**src/rtl/instruction_fetch_unit.sv**
```systemverilog
// Fetch stage of the 8-bit accumulator CPU: loadable program memory, PC and a
// valid/ready instruction handshake toward the decoder, with jump and HALT support.
module instruction_fetch_unit #(
    parameter int unsigned ADDR_WIDTH = 4,
    parameter logic [7:0]  HALT_INSTR = 8'hFF
) (
    input  logic                  clk,
    input  logic                  rst,
    input  logic                  load_en,
    input  logic [ADDR_WIDTH-1:0] load_addr,
    input  logic [7:0]            load_data,
    input  logic                  start,
    input  logic                  jump_en,
    input  logic [ADDR_WIDTH-1:0] jump_target,
    input  logic                  instr_ready,
    output logic [7:0]            instr_out,
    output logic                  instr_valid,
    output logic [ADDR_WIDTH-1:0] pc_out,
    output logic                  running,
    output logic                  halted
);

    localparam int unsigned DEPTH = 1 << ADDR_WIDTH;

    typedef enum logic [1:0] {
        S_IDLE    = 2'd0,
        S_FETCH   = 2'd1,
        S_PRESENT = 2'd2,
        S_HALTED  = 2'd3
    } state_e;

    state_e                state_q, state_d;
    logic [ADDR_WIDTH-1:0] pc_q, pc_d;
    logic [7:0]            instr_q, instr_d;
    logic                  valid_q, valid_d;
    logic                  running_q, running_d;
    logic                  halted_q, halted_d;
    logic [7:0]            mem_q [DEPTH];

    logic handshake_c;
    logic is_halt_c;
    logic load_ok_c;

    assign handshake_c = (state_q == S_PRESENT) && valid_q && instr_ready;
    assign is_halt_c   = (instr_q == HALT_INSTR);
    assign load_ok_c   = load_en && !rst && ((state_q == S_IDLE) || (state_q == S_HALTED));

    // State and output registers
    always_ff @(posedge clk) begin
        if (rst) begin
            state_q   <= S_IDLE;
            pc_q      <= '0;
            instr_q   <= 8'h00;
            valid_q   <= 1'b0;
            running_q <= 1'b0;
            halted_q  <= 1'b0;
        end else begin
            state_q   <= state_d;
            pc_q      <= pc_d;
            instr_q   <= instr_d;
            valid_q   <= valid_d;
            running_q <= running_d;
            halted_q  <= halted_d;
        end
    end

    // Program memory survives reset; writes only while not executing
    always_ff @(posedge clk) begin
        if (load_ok_c) begin
            mem_q[load_addr] <= load_data;
        end
    end

    // Next-state logic
    always_comb begin
        state_d = state_q;
        case (state_q)
            S_IDLE:    if (start) state_d = S_FETCH;
            S_FETCH:   state_d = S_PRESENT;
            S_PRESENT: begin
                if (handshake_c) begin
                    state_d = is_halt_c ? S_HALTED : S_FETCH;
                end
            end
            S_HALTED:  if (start) state_d = S_FETCH;
            default:   state_d = S_IDLE;
        endcase
    end

    // Output/datapath next values; HALT keeps the PC, so no wrap on a HALT at the top address
    always_comb begin
        pc_d    = pc_q;
        instr_d = instr_q;
        valid_d = valid_q;
        case (state_q)
            S_IDLE, S_HALTED: begin
                valid_d = 1'b0;
                if (start) pc_d = '0;
            end
            S_FETCH: begin
                instr_d = mem_q[pc_q];
                valid_d = 1'b1;
            end
            S_PRESENT: begin
                if (handshake_c) begin
                    valid_d = 1'b0;
                    if (!is_halt_c) begin
                        pc_d = jump_en ? jump_target : pc_q + ADDR_WIDTH'(1);
                    end
                end
            end
            default: valid_d = 1'b0;
        endcase
        running_d = (state_d == S_FETCH) || (state_d == S_PRESENT);
        halted_d  = (state_d == S_HALTED);
    end

    assign instr_out   = instr_q;
    assign instr_valid = valid_q;
    assign pc_out      = pc_q;
    assign running     = running_q;
    assign halted      = halted_q;

endmodule
```
**config.mk**
```make
export PLATFORM = sky130hd
export DESIGN_NAME = instruction_fetch_unit
export DESIGN_NICKNAME = d
export VERILOG_FILES = /design/src/rtl/instruction_fetch_unit.sv
export SDC_FILE = /design/constraint.sdc
export NUM_CORES = 1
export LEC_CHECK = 0
export BUFFER_PORTS_ARGS = -buffer_cell sky130_fd_sc_hd__buf_2
export CAP_MARGIN = 20
export CORE_MARGIN = 2
export CORE_UTILIZATION = 55
export DETAILED_ROUTE_END_ITERATION = 10
export GPL_TIMING_DRIVEN = 1
export PLACE_DENSITY = 0.71
export REMOVE_ABC_BUFFERS = 1
export SETUP_SLACK_MARGIN = 0.3
export SYNTH_ARGS = -nofsm -noshare
export SYNTH_HDL_FRONTEND = slang
export SYNTH_SLANG_ARGS = --single-unit
```
**constraint.sdc**
```tcl
create_clock -name clk -period 3.9 [get_ports clk]
set_input_delay 0.975 -clock clk [delete_from_list [all_inputs] [get_ports clk]]
set_output_delay 0.975 -clock clk [all_outputs]
set_load 0.03 [all_outputs]
```
==> results of run 1 <==
[routing by layer]
| metal | track usage | routed length (um) | vias up |
|---|---|---|---|
| met3 | 0.0711 | 895 | 23 |
| met4 | 0.0835 | 252 | 0 |
| met1 | 0.315 | 5300 | 1639 |
| met2 | 0.334 | 5520 | 138 |
| li1 | - | - | 1436 |
| met5 | 0 | 0 | - |
[report_power, final]
group          total (mW)  internal, mW  switching [mW]
clock network        1.48         0.895           0.583
registers            1.73          1.72          0.0152
logic               0.169        0.0560           0.113
total                3.38          2.67           0.711
[cells in the mapped netlist]
master,n,area share
nor3b_1,4,0.0052
buf_4,1,0.0013
a221o_1,10,0.017
inv_1,7,0.0045
a22o_1,2,0.0030
nand3_1,1,0.00086
dfxtp_1,17,0.059
clkbuf_1,6,0.0039
buf_1,3,0.0019
nand4b_1,1,0.0015
or4_1,1,0.0013
nor4bb_1,1,0.0017
nor4_2,1,0.0022
nor3_1,17,0.015
buf_6,1,0.0019
ha_1,4,0.0086
a311oi_1,1,0.0015
a21oi_1,4,0.0034
nor2_1,13,0.0084
nor2b_1,4,0.0043
a211oi_1,3,0.0039
o22ai_1,16,0.017
nand2_2,1,0.0011
or2_2,1,0.0011
nand3b_1,1,0.0013
or2_1,1,0.0011
mux4_2,11,0.043
a31oi_1,1,0.0011
nand2_1,11,0.0071
edfxtp_1,128,0.66
mux4_1,5,0.023
buf_2,4,0.0034
nand2b_1,4,0.0043
o21ai_0,3,0.0026
mux2_2,41,0.079
or4b_1,2,0.0034
[area by class of cell]
| type | count | area, um2 |
|---|---|---|
| clock buffer | 19 | 422 |
| clock inverter | 13 | 120 |
| fill | 695 | 3590 |
| inverter | 7 | 26.3 |
| multi-input combinational | 165 | 1530 |
| sequential | 145 | 4190 |
| tap | 136 | 170 |
| timing repair buffer | 44 | 240 |
[worst min-delay path by stage]
stage                               to  slack, ns  depth (start not counted)
after global routing      instr_out[0]       0.55                          1
final                     instr_out[3]       0.53                          1
after CTS                 instr_out[0]       0.52                          1
after floorplan             state_q[1]       0.53                          2
after global placement    instr_out[3]       0.51                          1
after detailed placement  instr_out[0]       0.51                          1
[flip-flops by register name (all words and copies together), names as in the netlist]
register	flops
halted	1
instr_out	8
instr_valid	1
mem_q	128
pc_out	4
running	1
state_q	2
[cells by family after synthesis]
family | count (synthesis) | synth area share
and+or+nand+nor | 64 | 0.0594
muxes | 57 | 0.145
adders and majority gates | 4 | 0.00862
AOI/OAI and AO/OA | 40 | 0.0500
DFF | 145 | 0.720
buffers and inverters | 22 | 0.0170
==> flow_summary_export.csv, run 1 <==
group,metric,value,unit
route,vias_per_cell,6.12,
timing,grt_setup_unrepaired,"no",
final_layout,final_cell_mix,"edfxtp_1, mux2_2, buf_2",
pwr,irDropWorstVdd,261,uV
final_layout,fin_util,0.651,
synth,postSynthCellCount,332,
worst_setup_path,reg2reg_from,"state_q[0]",
global_route,grt_max_degree,40,
timing,timing.fmax,0.358,GHz
floorplanning,core_area,0.0103,mm2
timing,tns,0,ns
clock_tree,cts_resized,0,
pwr,power_density,505,mW/mm2
floorplanning,dieArea,0.0114,mm2
clock_tree,clock_path_buffers,2,
route,vias,3236,
timing,period_share,0.716,
place,pre_cts_ws,1.01,ns
global_route,grt_pass1_wl,18200,um
worst_setup_path,crit_family,"flip-flops",
timing,fin_ws,1.11,ns
timing,setup_viol,0,
worst_setup_path,critical_path_buf_inv_count,1,
worst_setup_path,crit_path_max_incr_delay,0.95,ns
timing,period_needed,2.79,ns
route,drt_iter0_drc,379,
global_route,grt_pass1_vias,3186,
worst_setup_path,slowest_stage,"dfxtp_2",
final_layout,stdcell_count,529,
global_route,antenna_found_initial,1,
clock_tree,cts.sinks,145,
synth,ys_seq_area_frac,0.720,
pwr,p_leak,2.22,nW
final_layout,final_common_cell,"edfxtp_1",
worst_setup_path,cp.required,2.92,ns
timing,worst_hold_slack,0.528,ns
worst_setup_path,reg2reg_depth,5,
clock_tree,cts_root_buf,"clkbuf_8",
final_layout,design_area,0.00669,mm2
worst_setup_path,rrSetupSlack,1.36,ns
job,cap_violations,0,
pwr,total_power,3.38,mW
timing,slew_headroom,0.353,
floorplanning,die_w,107,um
worst_setup_path,setup.worst_path.start,"pc_out[2]",
timing,clock_skew,0.00714,ns
final_layout,antenna_cells,0,
floorplanning,ios,37,
timing,hold_viol_final,0,
worst_setup_path,r2r_end,"mem_q[3][0]",
worst_setup_path,worstPathCellList,"buf_2",
synth,synth.distinct_cells,36,
worst_setup_path,path_depth,1,
outcome,status,"complete, no violations",
hold_path,min-delay-start,"instr_out[3]",
clock_tree,postCtsSetupBuffers,0,
place,placed_area,0.00615,mm2
global_route,grt_use_total,0.225,
timing,finalMaxSlewViolations,0,
route,ant_nets,0,
route,drc_errors,0,
floorplanning,rows,37,
floorplanning,start_util,0.565,
worst_setup_path,worstSetupEndpointType,"primary output",
synth,synth_warnings,0,
route,wl_per_cell,22.6,um
clock_tree,cts.clk_slew.worst_paths,0.06,ns
clock_tree,numCtsBuffers,17,
worst_setup_path,crit_arrival,1.82,ns
synth,synth_seq_cells,145,
place,io_buffers,36,
clock_tree,cts_tree,"built",
worst_setup_path,critPathCapture,"pc_out[2]",
final_layout,drive_gt1_frac,0.318,
hold_path,hold_path.class,"flop to flop",
final_layout,area_growth,15.2,%
place,place_congestion,0.802,
clock_tree,ctsHtreeMaxLevel,4,
worst_setup_path,cp-start-kind,"flop",
place,dp.cells,497,
synth,avgSynthCellArea,17.5,um2
route,first_pass_iters,6,
route,routed_wl,12000,um
floorplanning,fp.dieH,107,um
synth,netlist_area,0.00581,mm2
clock_tree,cts_hold_buf,0,
final_layout,fin_nets,406,
worst_setup_path,crit_type,"flop to primary output",
clock_tree,clock_latency,0.53,ns
global_route,overflow,0,
worst_setup_path,cp_max_fo,39,
place,hpwl,7400,um
timing,worstMarginPinSlew,0.970,ns
Power figures use the tool's default switching activity.
==> run 2: changes to the inputs <==
==> constraint.sdc (replaced) <==
create_clock -name clk -period 2.9 [get_ports clk]
set_input_delay 0.725 -clock clk [delete_from_list [all_inputs] [get_ports clk]]
set_output_delay 0.725 -clock clk [all_outputs]
set_load 0.03 [all_outputs]
==> flow_summary_export.csv, run 2 (same netlist as run 1, synthesis figures left out) <==
group,metric,value,unit
worst_setup_path,reg2reg_from,"state_q[0]",
floorplanning,dieArea,0.0114,mm2
route,drt_iter0_drc,284,
clock_tree,clock_path_buffers,2,
route,first_pass_iters,5,
worst_setup_path,crit_path_max_incr_delay,0.51,ns
worst_setup_path,rrSetupSlack,0.71,ns
timing,period_needed,2.19,ns
final_layout,fin_nets,414,
floorplanning,die_w,107,um
route,vias,3152,
pwr,irDropWorstVdd,305,uV
pwr,p_leak,2.29,nW
timing,finalMaxSlewViolations,0,
pwr,power_density,684,mW/mm2
timing,slew_headroom,0.505,
clock_tree,clock_latency,0.53,ns
route,drc_errors,0,
route,wl_per_cell,22.0,um
floorplanning,rows,37,
clock_tree,cts.sinks,145,
timing,tns,0,ns
clock_tree,cts_tree,"built",
worst_setup_path,critPathCapture,"mem_q[4][0]",
floorplanning,core_area,0.0103,mm2
route,vias_per_cell,5.88,
place,placed_area,0.00622,mm2
final_layout,area_growth,16.8,%
worst_setup_path,cp-start-kind,"flop",
final_layout,largest_reg_flops,128,
timing,setup_viol,0,
final_layout,antenna_cells,0,
route,routed_wl,11800,um
route,ant_nets,0,
clock_tree,ctsHtreeMaxLevel,4,
place,io_buffers,36,
job,cap_violations,0,
final_layout,final_cell_mix,"edfxtp_1, mux2_2, buf_2",
timing,hold_viol_final,0,
worst_setup_path,cp_max_fo,8,
place,hpwl,7750,um
floorplanning,start_util,0.565,
global_route,overflow,0,
clock_tree,cts_root_buf,"clkbuf_8",
clock_tree,postCtsSetupBuffers,0,
timing,timing.fmax,0.456,GHz
floorplanning,fp.dieH,107,um
hold_path,hold_path.class,"input pin to flop",
timing,clock_skew,0.00743,ns
clock_tree,cts_resized,0,
final_layout,drive_gt1_frac,0.338,
floorplanning,ios,37,
place,place_congestion,0.817,
worst_setup_path,crit_arrival,2.43,ns
worst_setup_path,crit_type,"flop to flop",
outcome,status,"complete, no violations",
global_route,antenna_found_initial,0,
worst_setup_path,reg2reg_depth,6,
final_layout,design_area,0.00679,mm2
timing,worstMarginPinSlew,0.739,ns
worst_setup_path,setup.worst_path.start,"state_q[0]",
clock_tree,cts.clk_slew.worst_paths,0.06,ns
global_route,grt_pass1_vias,3146,
timing,period_share,0.757,
worst_setup_path,worstPathCellList,"inv_1, ha_1, nor4bb_1, nand2_1, nor3_1, buf_4",
final_layout,final_common_cell,"edfxtp_1",
timing,grt_setup_unrepaired,"no",
global_route,grt_max_degree,44,
final_layout,top_register,"mem_q",
worst_setup_path,cp.required,3.14,ns
global_route,grt_use_total,0.226,
global_route,grt_pass1_wl,18000,um
worst_setup_path,worstSetupEndpointType,"flop",
clock_tree,cts_hold_buf,0,
final_layout,stdcell_count,536,
worst_setup_path,slowest_stage,"nor4bb_1",
place,dp.cells,505,
clock_tree,numCtsBuffers,17,
worst_setup_path,r2r_end,"mem_q[4][0]",
run 2: cell count changes in the layout (fill, tap and decap cells not counted), sizes merged:
| cell | previous run | this run |
|---|---|---|
| buf | 44 | 52 |
| bufinv | 2 | 3 |
| clkinvlp | 3 | 1 |
run 2: power breakdown:
group	leakage, nW	total (mW)	switching [mW]	internal, mW
clock	0.276	2.07	0.782	1.29
sequential	1.29	2.33	0.0202	2.31
combinational	0.722	0.234	0.156	0.0780
total	2.29	4.64	0.958	3.68
run 2: area by class of cell:
type,count,area (um2)
flip-flops and latches,145,4190
fillers,721,3490
multi-input cells,165,1530
clock buffers,19,422
repair buffers,52,313
well taps,136,170
clock inverters,12,143
inverters,7,26.3
run 2: stage by stage:
step                      total power, mW  utilization  setup slack (ns)  hold WS [ns]
after CTS                            4.67        0.660             0.672         0.479
after detailed placement             2.61        0.605             0.555         0.502
final                                4.64        0.660             0.706         0.500
after global placement               2.60        0.605             0.584         0.506
after floorplan                      2.50            -             0.247         0.528
after global routing                 4.79        0.660             0.585         0.495
run 2: worst min path at each step:
stage	cells after the start	start	endpoint	slack, ns
2_1_floorplan	2	state_q[1]	state_q[1]	0.53
6_report	2	rst	halted	0.50
3_5_place_dp	1	instr_out[0]	instr_out[0]	0.50
4_1_cts	2	rst	halted	0.48
3_3_place_gp	1	instr_out[0]	instr_out[0]	0.51
5_1_grt	2	rst	halted	0.49
run 2: critical path, delay by kind of cell, from the launching register on:
kind	cells	cell delay [ns]
flip-flops	1	0.36
buffers and inverters	2	0.26
AND/OR/NAND/NOR	3	0.95
adder cells (fa/ha/maj)	1	0.33
run 2: routing by layer:
layer,GRT usage,vias to the layer above,part of all wire
met3,0.0723,11,0.062
met1,0.317,1578,0.45
met2,0.345,108,0.48
met5,0,-,0
li1,-,1455,-
met4,0.0649,0,0.0085
